<file path="src/rtl/sw_out_arb.sv">
`timescale 1ns/1ps
// sw_out_arb: per-output-port round-robin arbiter with wormhole lock for the 4-port switch.
// Grants one input whose head flit targets PORT_ID and forwards its flits until the tail or a timeout.
module sw_out_arb #(
    parameter int PORT_ID = 0,
    parameter int MAXLEN  = 16,
    parameter int CNTW    = 5,
    parameter int PKTW    = 9
) (
    input  logic            clk,
    input  logic            rst,
    input  logic [PKTW:0]   i0,
    input  logic [PKTW:0]   i1,
    input  logic [PKTW:0]   i2,
    input  logic [PKTW:0]   i3,
    output logic [3:0]      ack,
    output logic [PKTW:0]   o,
    output logic [3:0]      grant,
    output logic            busy,
    output logic            err
);
    typedef enum logic {IDLE = 1'b0, LOCK = 1'b1} state_t;

    localparam logic [1:0]      TY_HEAD  = 2'b10;
    localparam logic [1:0]      TY_TAIL  = 2'b11;
    localparam logic [1:0]      DST_ID   = 2'(PORT_ID);
    localparam logic [CNTW-1:0] CNT_LAST = CNTW'(MAXLEN - 1);

    state_t          r_state;
    logic [3:0]      r_grant;
    logic [PKTW:0]   r_o;
    logic            r_busy;
    logic            r_err;
    logic [1:0]      r_ptr;
    logic [CNTW-1:0] r_cnt;

    logic [PKTW:0]   w_in [4];
    logic [3:0]      w_req;
    logic            w_any;
    logic [1:0]      w_win;
    logic [1:0]      w_owner;
    logic [PKTW:0]   w_flit;
    logic            w_tail;
    logic            w_timeout;

    assign w_in[0] = i0;
    assign w_in[1] = i1;
    assign w_in[2] = i2;
    assign w_in[3] = i3;

    // Only a head addressed to this port requests; body, tail and empty flits never do.
    always_comb begin
        // NOTE: every variable driven here gets a default first, so no path leaves it unassigned (no latch).
        w_req = '0;
        for (int n = 0; n < 4; n++) begin
            w_req[n] = (w_in[n][PKTW -: 2] == TY_HEAD) && (w_in[n][1:0] == DST_ID);
        end
    end

    // Round-robin pick: first requester scanning ptr, ptr+1, ... with natural 2-bit wrap.
    always_comb begin : winner_sel
        logic [1:0] w_idx;
        w_any = 1'b0;
        w_win = r_ptr;
        w_idx = r_ptr;
        for (int k = 0; k < 4; k++) begin
            w_idx = r_ptr + 2'(k);
            if (!w_any && w_req[w_idx]) begin
                w_any = 1'b1;
                w_win = w_idx;
            end
        end
    end

    always_comb begin
        case (r_grant)
            4'b0010: w_owner = 2'd1;
            4'b0100: w_owner = 2'd2;
            4'b1000: w_owner = 2'd3;
            default: w_owner = 2'd0;
        endcase
    end

    assign w_flit    = w_in[w_owner];
    assign w_tail    = (w_flit[PKTW -: 2] == TY_TAIL);
    assign w_timeout = (r_cnt == CNT_LAST);

    // The pop strobe is the grant itself while locked; empty flits popped here are bubbles.
    assign ack   = (rst && (r_state == LOCK)) ? r_grant : 4'b0000;
    assign o     = r_o;
    assign grant = r_grant;
    assign busy  = r_busy;
    assign err   = r_err;

    always_ff @(posedge clk or negedge rst) begin
        if (!rst) begin
            r_state <= IDLE;
            r_grant <= '0;
            r_o     <= '0;
            r_busy  <= 1'b0;
            r_err   <= 1'b0;
            r_ptr   <= '0;
            r_cnt   <= '0;
        end else begin
            // NOTE: non-blocking updates so every register samples pre-edge values regardless of order.
            r_err <= 1'b0;
            if (r_state == IDLE) begin
                r_o <= '0;
                if (w_any) begin
                    r_state <= LOCK;
                    r_grant <= 4'b0001 << w_win;
                    r_busy  <= 1'b1;
                    r_cnt   <= '0;
                end
            end else begin
                r_o <= w_flit;
                if (w_tail || w_timeout) begin
                    r_state <= IDLE;
                    r_grant <= '0;
                    r_busy  <= 1'b0;
                    r_ptr   <= w_owner + 2'd1;
                    r_err   <= !w_tail;
                end else begin
                    r_cnt <= r_cnt + 1'b1;
                end
            end
        end
    end
endmodule

</file>
<file path="config.mk">
export PLATFORM = sky130hd
export DESIGN_NAME = sw_out_arb
export DESIGN_NICKNAME = d
export VERILOG_FILES = /design/src/rtl/sw_out_arb.sv
export SDC_FILE = /design/constraint.sdc
export NUM_CORES = 1
export LEC_CHECK = 0
export ABC_AREA = 1
export BUFFER_PORTS_ARGS = -buffer_cell sky130_fd_sc_hd__buf_2
export CELL_PAD_IN_SITES_DETAIL_PLACEMENT = 2
export CELL_PAD_IN_SITES_GLOBAL_PLACEMENT = 2
export CORE_AREA = 2 2 86 88
export CTS_CLUSTER_DIAMETER = 150
export DETAILED_ROUTE_END_ITERATION = 6
export DIE_AREA = 0 0 88 90
export PLACE_DENSITY = 0.88
export SLEW_MARGIN = 20
export SYNTH_ARGS = -nofsm -noshare
export SYNTH_HDL_FRONTEND = slang
export SYNTH_SLANG_ARGS = --single-unit
</file>
<file path="constraint.sdc">
create_clock -name clk -period 2.18 [get_ports clk]
set_clock_uncertainty 0.1 [all_clocks]
set_input_delay 0.327 -clock clk [delete_from_list [all_inputs] [get_ports clk]]
set_output_delay 0.327 -clock clk [all_outputs]
set_load 0.005 [all_outputs]
</file>
==> flow_summary.ini, run 1 <==
[min_path]
timing.hold.worst_path_depth = 3
holdCritStartpoint = i2[6]
hold_end = o[6]
timing.hold.worst.class = in2reg

[drt]
avgRoutedWirePerCell_um = 15.8
antenna_left = 0
drtIter0Drc = 45
drt_wl_total_mm = 6.52
drt_pre_antenna_iters = 4
route.vias.total = 1961
drt_drc_violations_left = 0
avgViaCountPerCell = 4.76

[worst_setup_path]
cpPeakStageDelay_ps = 420
setup.reg_to_reg.worst_slack_ps = 200
worstSetupStartpointType = flip-flop
worstPathBufferInverterCount = 1
crit_path_top_delay_cell = dfrtp_1
critPathKind = reg2reg
worst-endpoint-required_ps = 2300
critical_path.max_fanout = 10
crit_path_frequent_cell = nand2_1
worst_ep_arrival_time_ps = 2100
regToRegStartpoint = grant[2]
worst_path_dominant_cell_family = simple AND/OR/NAND/NOR gates
reg2reg_depth = 13
endpoint_kind = flip-flop
timing.rr.end = grant[0]
critical_path.cell_chain = nor2_1 -> nand3_1 -> nand2_4 -> inv_2 -> nand2_1 -> nand2_1 -> nand2_1 -> nand2_1 -> nand2_2 -> nand2_1 -> nand2_2 -> nand3_1 -> nand2_1

[yosys]
syn_nets = 288
synth_adder_area_share = 0.0137
synthesis.yosys.warnings = 0
synth_simple_gate_area_share = 0.387
ys_dominant_reg_cell = dfrtp_1
synth-edff-count = 0
largest_family_of_logic_cells_by_synthesized_area = simple AND/OR/NAND/NOR gates
synth.lib_cells_used.distinct = 29
synth_xor_xnor_area_share = 0.0337
synth_compound_gate_area_share = 0.150
postSynth.asyncResetShare = 1.00
syn-cell-area_um2 = 1820
synth.mux.area_fraction = 0
syn_avg_cell_area_um2 = 7.46
syn_inst_count = 244
postSynthRegisterBits = 24
ys_seq_area_frac = 0.330

[finish]
regArea_um2 = 601
fin_nets = 359
layoutNonFillerInstCount = 412
synthToLayoutAreaGrowth_pct = 28.7
multi_input_gate_area_in_the_final_layout_um2 = 1080
fillerInstances = 850
insertedDiodeCount = 0
layout_cells_sized_above_1 = 0.345
final_common_cell = buf_2
layout.cells.most_common_list = 61 x buf_2, 56 x nand2_1, 34 x nor2_1, 26 x nand3_1, 24 x dfrtp_1
fin_util = 0.334

[global_route]
global_route_wire_length_before_repair_mm = 10.8
grt.busiest_layer = met2
globalRouteMet3Util = 0.0138
met1_usage = 0.224
grt_antenna_before_repair = 0
groute.usage.overall = 0.171
grt_util_met2 = 0.294
via_count_of_the_first_global_routing_pass = 2186
grt_max_degree = 25
grt_remaining_overflow = 0

[timing]
timing.fmax_ghz = 0.505
smallest_hold_slack_ps = 251
worst_pin_slew_ps = 336
finalCriticalPeriod_ps = 1980
slew-limit-headroom = 0.776
maxSlewViolCount = 0
final.setup.worst_slack_ps = 201
report.final.hold_viol_count = 0
setup-violations-final = 0
final_min_period_over_clock_period = 0.908

[power_and_ir_drop]
irDropWorstVdd_mv = 0.358
power_density_nw_per_um2 = 1370
post-layout-total-power_uw = 3210
total_leakage_power_uw = 0.00125

[clocking]
cts.htree.levels = 1
clock_latency_ps = 280
cts.sinks = 24
tritoncts.num_buffers = 3
cts_tree = yes
clock_path_buffers = 2
clkSlewWorstSetupHoldPaths_ps = 90
clock-root-buffer = clkbuf_8

[place]
post-dp-hpwl_mm = 5.10
preCtsSetupSlack_ps = 58.2
port_buffers = 61
post-place-cells = 405
gp_routability_congestion = 0.845

[run_status]
status = complete, no violations

[die]
floorplan.initialDensity = 0.259
core_um2 = 7020
fp.dieW_um = 88
die_height_um = 90
placement_rows = 31
die-area_um2 = 7920
floorplan.io_pins = 62

[job]
max_cap_viols = 0
kinds of logic after synthesis:
group,after synthesis
AO/OA/AOI/OAI,44
XOR/XNOR,4
adder cells (fa/ha/maj),2
buffers and inverters,28
flip-flops,24
AND/OR/NAND/NOR,142
Yosys cell counts (2+ instances only):
cell type,n,share of area
nand2_1,56,0.12
nor2_1,34,0.070
nand3_1,26,0.071
dfrtp_1,24,0.33
inv_1,17,0.035
o21ai_0,16,0.044
nand3_2,13,0.071
a21oi_1,10,0.027
o21bai_1,8,0.033
buf_6,6,0.037
nand2_2,6,0.021
o21ai_2,4,0.019
nand4_1,3,0.010
clkbuf_1,2,0.0041
ha_1,2,0.014
nand2_4,2,0.012
o211ai_1,2,0.0082
o21ai_1,2,0.0055
worst max path at each step:
| stage | start | end | cells past startpoint |
|---|---|---|---|
| 6_report | grant[2] | grant[0] | 13 |
| 5_1_grt | grant[2] | grant[0] | 11 |
| 4_1_cts | grant[2] | r_cnt[3] | 12 |
| 3_5_place_dp | grant[2] | r_cnt[3] | 10 |
| 3_3_place_gp | grant[2] | r_cnt[3] | 12 |
| 2_1_floorplan | grant[2] | r_cnt[3] | 12 |
sequential cells by signal, summed over array words and instances (netlist names):
| register | count |
|---|---|
| r_state | 1 |
| r_cnt | 5 |
| err | 1 |
| o | 10 |
| grant | 4 |
| r_ptr | 2 |
| busy | 1 |
report_power, final:
group | total [µW] | internal (µW) | switching, µW
clock network | 278 | 124 | 153
registers | 771 | 629 | 142
logic | 2160 | 819 | 1340
total | 3210 | 1570 | 1640
routing by layer:
layer / vias to the layer above / part of all wire
met1: 967 / 0.44
met3: 9 / 0.033
met4: 0 / 0.019
met5: - / 0
li1: 939 / -
met2: 46 / 0.51
tightest hold or removal path, stage by stage:
cell and delay (ps):
buf_2 80, o21bai_1 60, a21oi_1 110
area by class of cell:
| class | count | area share |
|---|---|---|
| repair buffers | 75 | 0.182 |
| clock buffers | 3 | 0.0176 |
| multi-input cells | 192 | 0.459 |
| flip-flops and latches | 24 | 0.256 |
| well taps | 99 | 0.0529 |
| inverters | 19 | 0.0326 |
per-stage QoR:
stage / area [µm²] / setup TNS, ps
after floorplan: 1820 / 0
after global placement: 2260 / 0
after detailed placement: 2260 / 0
after CTS: 2310 / 0
after global routing: 2340 / -11.5
final: 2340 / 0
timing repair:
item                                    in CTS  in global routing
hold endpoints to repair                    24                  0
buffers inserted                             0                  3
gates resized for setup                      1                  1
hold buffers                                 1                  0
pin swaps                                    0                  1
endpoints found under the setup margin       1                 12
(Power assumes the default switching activity.)
==> inputs of run 2 (changes only) <==
Settings changed: PLACE_DENSITY 0.88 to 0.83, REMOVE_ABC_BUFFERS from default to 1.
==> flow_summary.ini, run 2 (synthesis gave the netlist of run 1 again) <==
[power_and_ir_drop]
total_leakage_power_uw = 0.00123
power.share.clock = 0.085
irDropWorstVdd_mv = 0.301
combPwrFrac = 0.664
p_sw_frac = 0.503
switchingPower_uw = 1570
cellInternalPower_uw = 1550
power_density_nw_per_um2 = 1340
sequential_share_of_power = 0.251

[worst_setup_path]
worst_ep_arrival_time_ps = 2100
critical_path.max_fanout = 10
worst-endpoint-required_ps = 2290
regToRegStartpoint = grant[2]
setup.reg_to_reg.worst_slack_ps = 190
endpoint_kind = flip-flop
cp-startpoint = grant[2]
critPathKind = reg2reg
worstSetupStartpointType = flip-flop

[clocking]
cts.sinks = 24
clkSlewWorstSetupHoldPaths_ps = 90
tritoncts.num_buffers = 3
clock_path_buffers = 2
clock-root-buffer = clkbuf_8
clock_latency_ps = 260
cts.htree.levels = 1
cts_tree = yes

[drt]
drt_pre_antenna_iters = 4
avgRoutedWirePerCell_um = 14.8
route.vias.total = 1931
antenna_left = 0
drt_wl_total_mm = 6.03
drt_drc_violations_left = 0
drtIter0Drc = 51
avgViaCountPerCell = 4.73

[finish]
insertedDiodeCount = 0
multi_input_gate_area_in_the_final_layout_um2 = 1080
fin_nets = 355
layout.cells.most_common_list = 61 x buf_2, 55 x nand2_1, 34 x nor2_1, 26 x nand3_1, 23 x dfrtp_1
fillerInstances = 855
fin_util = 0.332
number_of_flip_flops_in_the_largest_register = 10
final_common_cell = buf_2
synthToLayoutAreaGrowth_pct = 28.0
layout_cells_sized_above_1 = 0.343
regArea_um2 = 602

[die]
fp.dieW_um = 88
floorplan.initialDensity = 0.259
placement_rows = 31
core_um2 = 7020
die_height_um = 90
floorplan.io_pins = 62
die-area_um2 = 7920

[job]
max_cap_viols = 0

[global_route]
groute.usage.overall = 0.159
grt_max_degree = 25
grt_remaining_overflow = 0
via_count_of_the_first_global_routing_pass = 2134
global_route_wire_length_before_repair_mm = 10.3
grt_antenna_before_repair = 0

[place]
gp_routability_congestion = 0.757
post-dp-hpwl_mm = 4.89
port_buffers = 61

[timing]
report.final.hold_viol_count = 0
worst_pin_slew_ps = 322
maxSlewViolCount = 0
smallest_hold_slack_ps = 249
final_min_period_over_clock_period = 0.914
finalCriticalPeriod_ps = 1990
slew-limit-headroom = 0.785
timing.fmax_ghz = 0.502
setup-violations-final = 0

[min_path]
holdCritStartpoint = i2[7]
timing.hold.worst.class = in2reg

[run_status]
status = complete, no violations
## run 2: timing repair
item                                    4_1_cts  5_1_grt
endpoints found under the setup margin        0       11
setup buffers                                 0        1
hold buffers                                  1        0
hold endpoints to repair                     24        0
gates resized for setup                       0        4
## run 2: area by class of cell
class,count,area share
Tap cell,99,0.0532
Sequential cell,24,0.258
Multi-Input combinational cell,192,0.463
Timing Repair Buffer,71,0.175
Clock buffer,3,0.0177
Inverter,19,0.0328
## run 2: stage by stage
stage	cells	area (µm²)	setup TNS (ps)	worst slack, ps	total power (µW)
after CTS	407	2310	0	7.92	3130
after global routing	408	2330	-6.72	-6.72	3450
after detailed placement	403	2250	0	13.5	2850
after floorplan	235	1740	0	214	2060
after global placement	403	2250	0	128	2750
final	408	2330	0	188	3120
## run 2: per-layer routing
layer  part of all wire  global-route usage  vias up
met3              0.019              0.0119        2
met4             0.0048              0.0308        0
met1               0.44               0.202      974
li1                   -                   -      935
met5                  0                   0        -
met2               0.54               0.288       20
## run 2: final timing paths
| path | end | depth (start not counted) |
|---|---|---|
| max in group asynchronous | r_ptr[1] | 3 |
| min in group asynchronous | err | 3 |
| setup / recovery | grant[3] | 13 |
| hold / removal | o[7] | 3 |
| setup reg to reg | grant[3] | 13 |
| hold reg to reg | busy | 2 |
## run 2: critical path, stage by stage, from the launching register on
cell and delay, ps:
dfrtp_1 440, nor2_1 190, nand3_1 170, nand2_4 170, inv_2 50, nand2_1 50, nand2_1 50, nand2_1 90
nand2_1 70, nand2_2 120, nand2_1 90, nand2_2 160, nand3_1 100, nand2_1 80
## run 2: power groups by stage
stage	logic, µW	clock network, µW	registers (µW)
floorplan	1260	0	809
global placement	1970	0	777
detailed placement	2060	0	787
CTS	2070	275	779
global route	2350	287	810
finish	2070	266	782
